## src/rtl/fall_det_pkg.sv

```systemverilog
// Shared types and helpers for the sequential fall detector.
package fall_det_pkg;

  typedef enum logic [1:0] {
    IDLE  = 2'd0,
    QUAL  = 2'd1,
    ALARM = 2'd2,
    REARM = 2'd3
  } fd_state_e;

  // The qual counter only needs to reach HOLD_CNT-1 before the alarm fires.
  function automatic int qual_cnt_w(input int hold_cnt);
    return (hold_cnt <= 2) ? 1 : $clog2(hold_cnt);
  endfunction

endpackage

```

## src/rtl/threshold_cmp.sv

```systemverilog
// Unsigned threshold compare with a hysteresis re-arm margin; shared by sensor blocks.
module threshold_cmp #(
  parameter int WIDTH = 8,
  parameter int HYST  = 2
) (
  input  logic [WIDTH-1:0] sensor_i,
  input  logic [WIDTH-1:0] factory_i,
  output logic             over_o,
  output logic             below_o
);

  // One extra bit so sensor + HYST never wraps back under the threshold.
  logic [WIDTH:0] sum_hyst;

  assign sum_hyst = {1'b0, sensor_i} + (WIDTH+1)'(HYST);
  assign over_o   = sensor_i >= factory_i;
  assign below_o  = sum_hyst < {1'b0, factory_i};

endmodule

```

## src/rtl/fall_detector_seq.sv

```systemverilog
// Sequential fall detector: qualify HOLD_CNT over-threshold samples, latch alarm, re-arm with hysteresis.
// Build option FALL_PEAK_EN adds the peak_value output tracking the max sample of each event.
module fall_detector_seq
  import fall_det_pkg::*;
#(
  parameter int WIDTH    = 8,
  parameter int HOLD_CNT = 4,
  parameter int HYST     = 2,
  parameter int COUNT_W  = 8
) (
  input  logic               clk,
  input  logic               rst_n,
  input  logic               sample_valid,
  input  logic [WIDTH-1:0]   sensor_value,
  input  logic [WIDTH-1:0]   factory_value,
  input  logic               alarm_clear,
  output logic               fall_detected,
  output logic               fall_pulse,
  output logic               armed,
  output logic [COUNT_W-1:0] event_count
`ifdef FALL_PEAK_EN
  ,
  output logic [WIDTH-1:0]   peak_value
`endif
);

  localparam int CW = qual_cnt_w(HOLD_CNT);

  fd_state_e          state_q;
  logic [CW-1:0]      cnt_q;
  logic               fall_q, pulse_q, armed_q;
  logic [COUNT_W-1:0] evt_q;
  logic               over, below;

  threshold_cmp #(.WIDTH(WIDTH), .HYST(HYST)) u_cmp (
    .sensor_i  (sensor_value),
    .factory_i (factory_value),
    .over_o    (over),
    .below_o   (below)
  );

  always_ff @(posedge clk or negedge rst_n) begin
    if (!rst_n) begin
      state_q <= IDLE;
      cnt_q   <= '0;
      fall_q  <= 1'b0;
      pulse_q <= 1'b0;
      armed_q <= 1'b1;
      evt_q   <= '0;
    end else begin
      pulse_q <= 1'b0;
      case (state_q)
        IDLE: begin
          if (sample_valid && over) begin
            if (HOLD_CNT == 1) begin
              state_q <= ALARM;
              fall_q  <= 1'b1;
              pulse_q <= 1'b1;
              armed_q <= 1'b0;
              if (evt_q != '1) evt_q <= evt_q + COUNT_W'(1);
            end else begin
              state_q <= QUAL;
              cnt_q   <= CW'(1);
            end
          end
        end
        QUAL: begin
          if (sample_valid) begin
            if (!over) begin
              state_q <= IDLE;
              cnt_q   <= '0;
            end else if (int'(cnt_q) + 1 == HOLD_CNT) begin
              state_q <= ALARM;
              cnt_q   <= '0;
              fall_q  <= 1'b1;
              pulse_q <= 1'b1;
              armed_q <= 1'b0;
              if (evt_q != '1) evt_q <= evt_q + COUNT_W'(1);
            end else begin
              cnt_q <= cnt_q + CW'(1);
            end
          end
        end
        ALARM: begin
          // Samples are ignored here; a clear always wins over a concurrent sample.
          if (alarm_clear) begin
            state_q <= REARM;
            fall_q  <= 1'b0;
          end
        end
        REARM: begin
          if (sample_valid && below) begin
            state_q <= IDLE;
            cnt_q   <= '0;
            armed_q <= 1'b1;
          end
        end
        default: state_q <= IDLE;
      endcase
    end
  end

  assign fall_detected = fall_q;
  assign fall_pulse    = pulse_q;
  assign armed         = armed_q;
  assign event_count   = evt_q;

`ifdef FALL_PEAK_EN
  logic [WIDTH-1:0] peak_q;

  always_ff @(posedge clk or negedge rst_n) begin
    if (!rst_n) begin
      peak_q <= '0;
    end else if (sample_valid) begin
      case (state_q)
        IDLE:        if (over) peak_q <= sensor_value;
        QUAL, ALARM: if (sensor_value > peak_q) peak_q <= sensor_value;
        default:     peak_q <= peak_q;
      endcase
    end
  end

  assign peak_value = peak_q;
`endif

endmodule

```

## config.mk

```make
export PLATFORM = sky130hd
export DESIGN_NAME = fall_detector_seq
export DESIGN_NICKNAME = d
export VERILOG_FILES = /design/src/rtl/fall_det_pkg.sv /design/src/rtl/threshold_cmp.sv /design/src/rtl/fall_detector_seq.sv
export SDC_FILE = /design/constraint.sdc
export NUM_CORES = 1
export LEC_CHECK = 0
export BUFFER_PORTS_ARGS = -buffer_cell sky130_fd_sc_hd__clkbuf_2
export CAP_MARGIN = 20
export CORE_MARGIN = 1
export CORE_UTILIZATION = 55
export CTS_BUF_LIST = sky130_fd_sc_hd__clkbuf_8
export DETAILED_ROUTE_END_ITERATION = 10
export PLACE_DENSITY = 0.82
export SYNTH_ARGS = -nofsm -noshare
export SYNTH_HDL_FRONTEND = slang
export SYNTH_SLANG_ARGS = --single-unit
```

## constraint.sdc

```tcl
create_clock -name clk -period 2.6 [get_ports clk]
set_clock_uncertainty 0.05 [all_clocks]
set_input_delay 0.78 -clock clk [delete_from_list [all_inputs] [get_ports clk]]
set_output_delay 0.78 -clock clk [all_outputs]
set_load 0.05 [all_outputs]
```

=== Yosys cells after proc, flatten, opt, wreduce, memory -nomap -nowiden ===
Cells that the tools add are included.
W data, S select, Z words.

* $add $sub $neg: 4
* Magnitude comparators: 2
* Eq/ne operators: 12
* Multiplexer cells: 25
* Reduce and logical (&&, ||, !) cells: 11

{| class="wikitable"
|+ Operators by type and width
! operator !! number
|-
| $reduce_and A5 Y1 || 4
|-
| $mux W2 || 9
|-
| $mux W1 || 12
|-
| $ne A2 B2 Y1 const B || 6
|-
| $add A8 B2 Y9 const B || 1
|-
| $lt A9 B8 Y1 || 1
|-
| $add A8 B1 Y8 const B || 1
|-
| $ge A8 B8 Y1 || 1
|-
| $ne A8 B8 Y1 const B || 1
|-
| $pmux W2 S4 || 1
|-
| $pmux W2 S3 || 1
|-
| $eq A2 B2 Y1 const B || 2
|-
| $pmux W1 S2 || 2
|-
| $reduce_and A4 Y1 || 1
|-
| $reduce_bool A2 Y1 || 2
|-
| $add A2 B1 Y3 const B || 1
|-
| $eq A3 B3 Y1 const B || 1
|-
| $ne A3 B3 Y1 const B || 1
|-
| $reduce_bool A3 Y1 || 1
|-
| $add A2 B1 Y2 const B || 1
|-
| $eq A2 B1 Y1 const B || 1
|-
| $logic_and A1 B1 Y1 || 2
|-
| $logic_not A2 Y1 || 1
|}

* Flip-flop bits (word level): 15
* Bits of input ports: 20
* Logic and storage cells: 60

=== Depth between registers and ports, before layout ===
* Word-level depth: 6
* Mapped depth: 10
* Mapped depth without buffers: 10

=== Hierarchy ===
Synthesis repeated with hierarchy kept, for this count alone.

* Cell total of the unflattened synthesis: 129
* Area, all modules: 1247.4 µm²

{| class="wikitable"
|+ Modules (own cells, without submodules)
! module !! instances !! cells an instance !! area an instance (µm²)
|-
| fall_detector_seq || 1 || 73 || 804.5
|-
| threshold_cmp || 1 || 56 || 442.9
|}

=== Worst setup path before layout ===
No wires, ideal clock.

* Path kind: input to register
* From: input sensor_value[1]
* To: register cnt_q[0]
* Setup time: 131 ps
* Data arrival time: 2499 ps
* Required time: 2419 ps
* Slack: -80 ps
* Stages: 10
* Path buffers: 0
* Cell sequence: and3_1 > nand3_1 > xnor2_1 > ha_1 > a211o_1 > a21oi_1 > o21ai_1 > a31oi_1 > nor3_1 > or3_1

* Longest elaborated chain between the ends: 5

{| class="wikitable"
|+ Ends and longest elaborated chain
! what !! RTL line !! text
|-
| from (decl) || fall_detector_seq.sv:14 || <nowiki>input logic [WIDTH-1:0] sensor_value,</nowiki>
|-
| $add A8 B2 Y9 || threshold_cmp.sv:15 || <nowiki>assign sum_hyst = {1'b0, sensor_i} + (WIDTH+1)'(HYST);</nowiki>
|-
| $lt A9 B8 Y1 || threshold_cmp.sv:17 || <nowiki>assign below_o = sum_hyst < {1'b0, factory_i};</nowiki>
|-
| $logic_and A1 B1 Y1 || fall_detector_seq.sv:92 || <nowiki>if (sample_valid && below) begin</nowiki>
|-
| $ne A2 B2 Y1 (no source line) || -- ||
|-
| $reduce_and A4 Y1 (no source line) || -- ||
|-
| to (signal assigned) || fall_detector_seq.sv:80 || <nowiki>cnt_q <= cnt_q + CW'(1);</nowiki>
|-
| to (decl) || fall_detector_seq.sv:30 || <nowiki>logic [CW-1:0] cnt_q;</nowiki>
|}

Parallel ways exist; a longest one is shown, timed or not. The select of a mux whose other input is x is not followed.
A chain may end at the register's enable or synchronous reset.

=== Worst setup path in the final report ===
Ends and elaborated chain as after synthesis.

==> impl_metrics.csv <==
group,metric,value,unit
critical_path,arrival,2620,ps
power,ir_drop,0.583,mV
cts,cts_made_buffers,3,
job,drv_cap,0,
logic_synthesis,synth-seq-cells,15,
logic_synthesis,syn_area,1230,µm²
cts,clk_path_buf_depth,2,
placed_design,port-buffer-count,30,
global_routing,grt_pass1_wl,4.37,mm
detailed_routing,drt-initial-drc-count,18,
final_layout,stdcell_area,1600,µm²
placed_design,place.gp.congestion,0.833,
timing,slew_headroom,75.1,%
critical_path,cp_top_family,"compound AO/OA/AOI/OAI gates",
final_layout,final_util,79.1,%
critical_path,slowest_stage,"or3_1",
logic_synthesis,yosysSeqAreaShare,30.7,%
timing,hold_viol_final,0,
final_layout,drive_gt1_share,37.1,%
run_status,run_status,"completed",
critical_path,required,2680,ps
global_routing,grt_max_degree,16,
floorplan,core,2020,µm²
logic_synthesis,synth_edf_count,0,
power,p_leak,0.838,nW
floorplan,chipWidth,49.3,µm
logic_synthesis,netlist.area_leader.share,28.5,%
placed_design,dpl_cell_area,1480,µm²
timing,post-route-min-period,2540,ps
logic_synthesis,netlist_instances,132,
timing,worst_pin_slew,374,ps
final_layout,final_nets,214,
cts,clk_latency,250,ps
logic_synthesis,synth_fp_nets,170,
critical_path,cp_cell_sequence,"buf_8, and3_4, nand3_4, xnor2_2, ha_1, a211o_1, a21oi_1, o21ai_1, a31oi_2, nor3_1, or3_1",
detailed_routing,first_pass_iters,4,
timing,period_share,97.6,%
detailed_routing,drt_wl_total,2.68,mm
critical_path,cp-start-kind,"input port",
timing,max_freq,0.394,GHz
critical_path,crit_type,"in2reg",
cts,cts_tree,"done",
logic_synthesis,synth_most_common_cell,"ha_1",
cts,path_clk_slew,60,ps
worst_hold_path,hp-class,"in2async",
floorplan,dieHeight,49.3,µm
logic_synthesis,synth_area_leader_cell,"dfrtp_1",
detailed_routing,ant_nets,0,
logic_synthesis,async_flop_share,100,%
detailed_routing,drc,0,
timing,grt_setup_unrepaired,"true",
global_routing,grt_use_total,23.6,%
floorplan,rows,16,
logic_synthesis,synth.distinct_cells,44,
logic_synthesis,yosys_warnings,0,
global_routing,gr-total-overflow,0,
timing,setup_viol_count_final,0,
cts,cts-root-buf,"clkbuf_8",
final_layout,antennaDiodeCount,0,
floorplan,dieArea,2430,µm²
timing,slew_violations,0,
global_routing,antenna_found_initial,0,
cts,cts.sinks,15,
cts,htreeDepth,1,
detailed_routing,via_count,1122,
logic_synthesis,synth_area_leaders,"dfrtp_1 (29%), ha_1 (18%), xnor2_1 (5.0%)",
floorplan,start_util,60.8,%
power,powerDensity,625,nW/µm²
floorplan,ios,31,
logic_synthesis,synth_ff_type,"dfrtp_1",
detailed_routing,wl_per_cell,13.3,µm
global_routing,grt_pass1_vias,1059,
final_layout,area_growth,30.1,%
detailed_routing,vias_per_cell,5.55,
critical_path,path_buf_inv,1,
final_layout,fillCellCount,133,
logic_synthesis,ys_top_cells_by_count,"ha_1 (18), dfrtp_1 (14), inv_1 (12)",
logic_synthesis,syn_area_per_cell,9.31,µm²
critical_path,path_max_fanout,4,
critical_path,slowest_delay,310,ps
placed_design,place_hpwl,1.97,mm
timing,fin_hold_ws,382,ps
critical_path,cp-end-kind,"flop",
-- power by group --
part	leakage, nW	internal, mW	switching [mW]
Sequential	0.193	0.297	0.0732
Combinational	0.620	0.171	0.264
Clock	0.0255	0.106	0.0883
Total	0.838	0.574	0.425
-- layer usage --
| metal | wire, µm | track usage, % |
|---|---|---|
| met1 | 1120 | 26.5 |
| met2 | 1450 | 44.5 |
| met3 | 88 | 3.12 |
| met4 | 25 | 8.82 |
| met5 | 0 | 0 |
-- final cells by class --
class | instances | area, µm² | area share, %
flip-flops and latches | 15 | 377 | 23.6
repair buffers | 42 | 263 | 16.4
inverters | 14 | 53.8 | 3.36
clock inverters | 1 | 5.00 | 0.313
clock buffers | 3 | 41.3 | 2.58
multi-input cells | 100 | 826 | 51.6
well taps | 27 | 33.8 | 2.11
-- layout by cell type, fill, tap and decap left out, types with 2 or more instances in the layout --
cell and instances:
inv_1 12, nor2b_1 2, xor2_1 4, clkbuf_8 3, nand2_1 9, nor2_1 4, a21oi_1 4, ha_1 17
nand3_1 9, o21ai_1 4, nand2b_1 5, buf_6 2, o21ai_0 2, buf_4 12, a21o_1 2, dfrtp_1 14
xnor2_1 6, clkbuf_2 27, nor3_1 2, a31oi_2 2, nor3_2 2, clkinv_2 2
-- cells by family after synthesis --
| kind of cell | after synthesis | synth area share [%] |
|---|---|---|
| DFF | 15 | 30.7 |
| buffers and inverters | 17 | 6.01 |
| adders and majority gates | 18 | 18.3 |
| and+or+nand+nor | 46 | 22.2 |
| xor gates and xnor gates | 11 | 7.84 |
| muxes | 3 | 2.95 |
| AOI/OAI and AO/OA | 22 | 12.0 |
-- path summary, 6_finish.rpt --
kind	start	endpoint	slack (ps)	cells after the start
hold / removal	rst_n	fall_pulse	380	1
setup reg to reg	event_count[2]	event_count[1]	730	5
hold reg to reg	armed	armed	420	2
min in group clk	armed	armed	420	2
setup / recovery	sensor_value[1]	cnt_q[0]	60	11
max in group asynchronous	rst_n	armed	1810	1
-- through the flow --
stage	setup TNS, ps	setup slack [ps]	cells	total power, mW
final	0	63.1	202	1.00
after global routing	-21.2	-21.2	202	1.06
after CTS	-13.9	-11.4	201	0.985
after detailed placement	-1010	-215	197	0.787
after global placement	-516	-140	197	0.767
after floorplan	0	22.6	132	0.674
-- registers in the layout, indices dropped and copies added (netlist names), named ones only --
register,flops
cnt_q,2
event_count,8
fall_pulse,1
state_q,1
armed,1
fall_detected,1
-- repair_timing --
| action | CTS | global route |
|---|---|---|
| pin swaps | 4 | 3 |
| endpoints found under the setup margin | 2 | 5 |
| resized for setup | 5 | 8 |
| buffers inserted | 0 | 1 |
| hold buffers | 0 | 0 |
No activity file was read; power rests on OpenSTA's default activity.
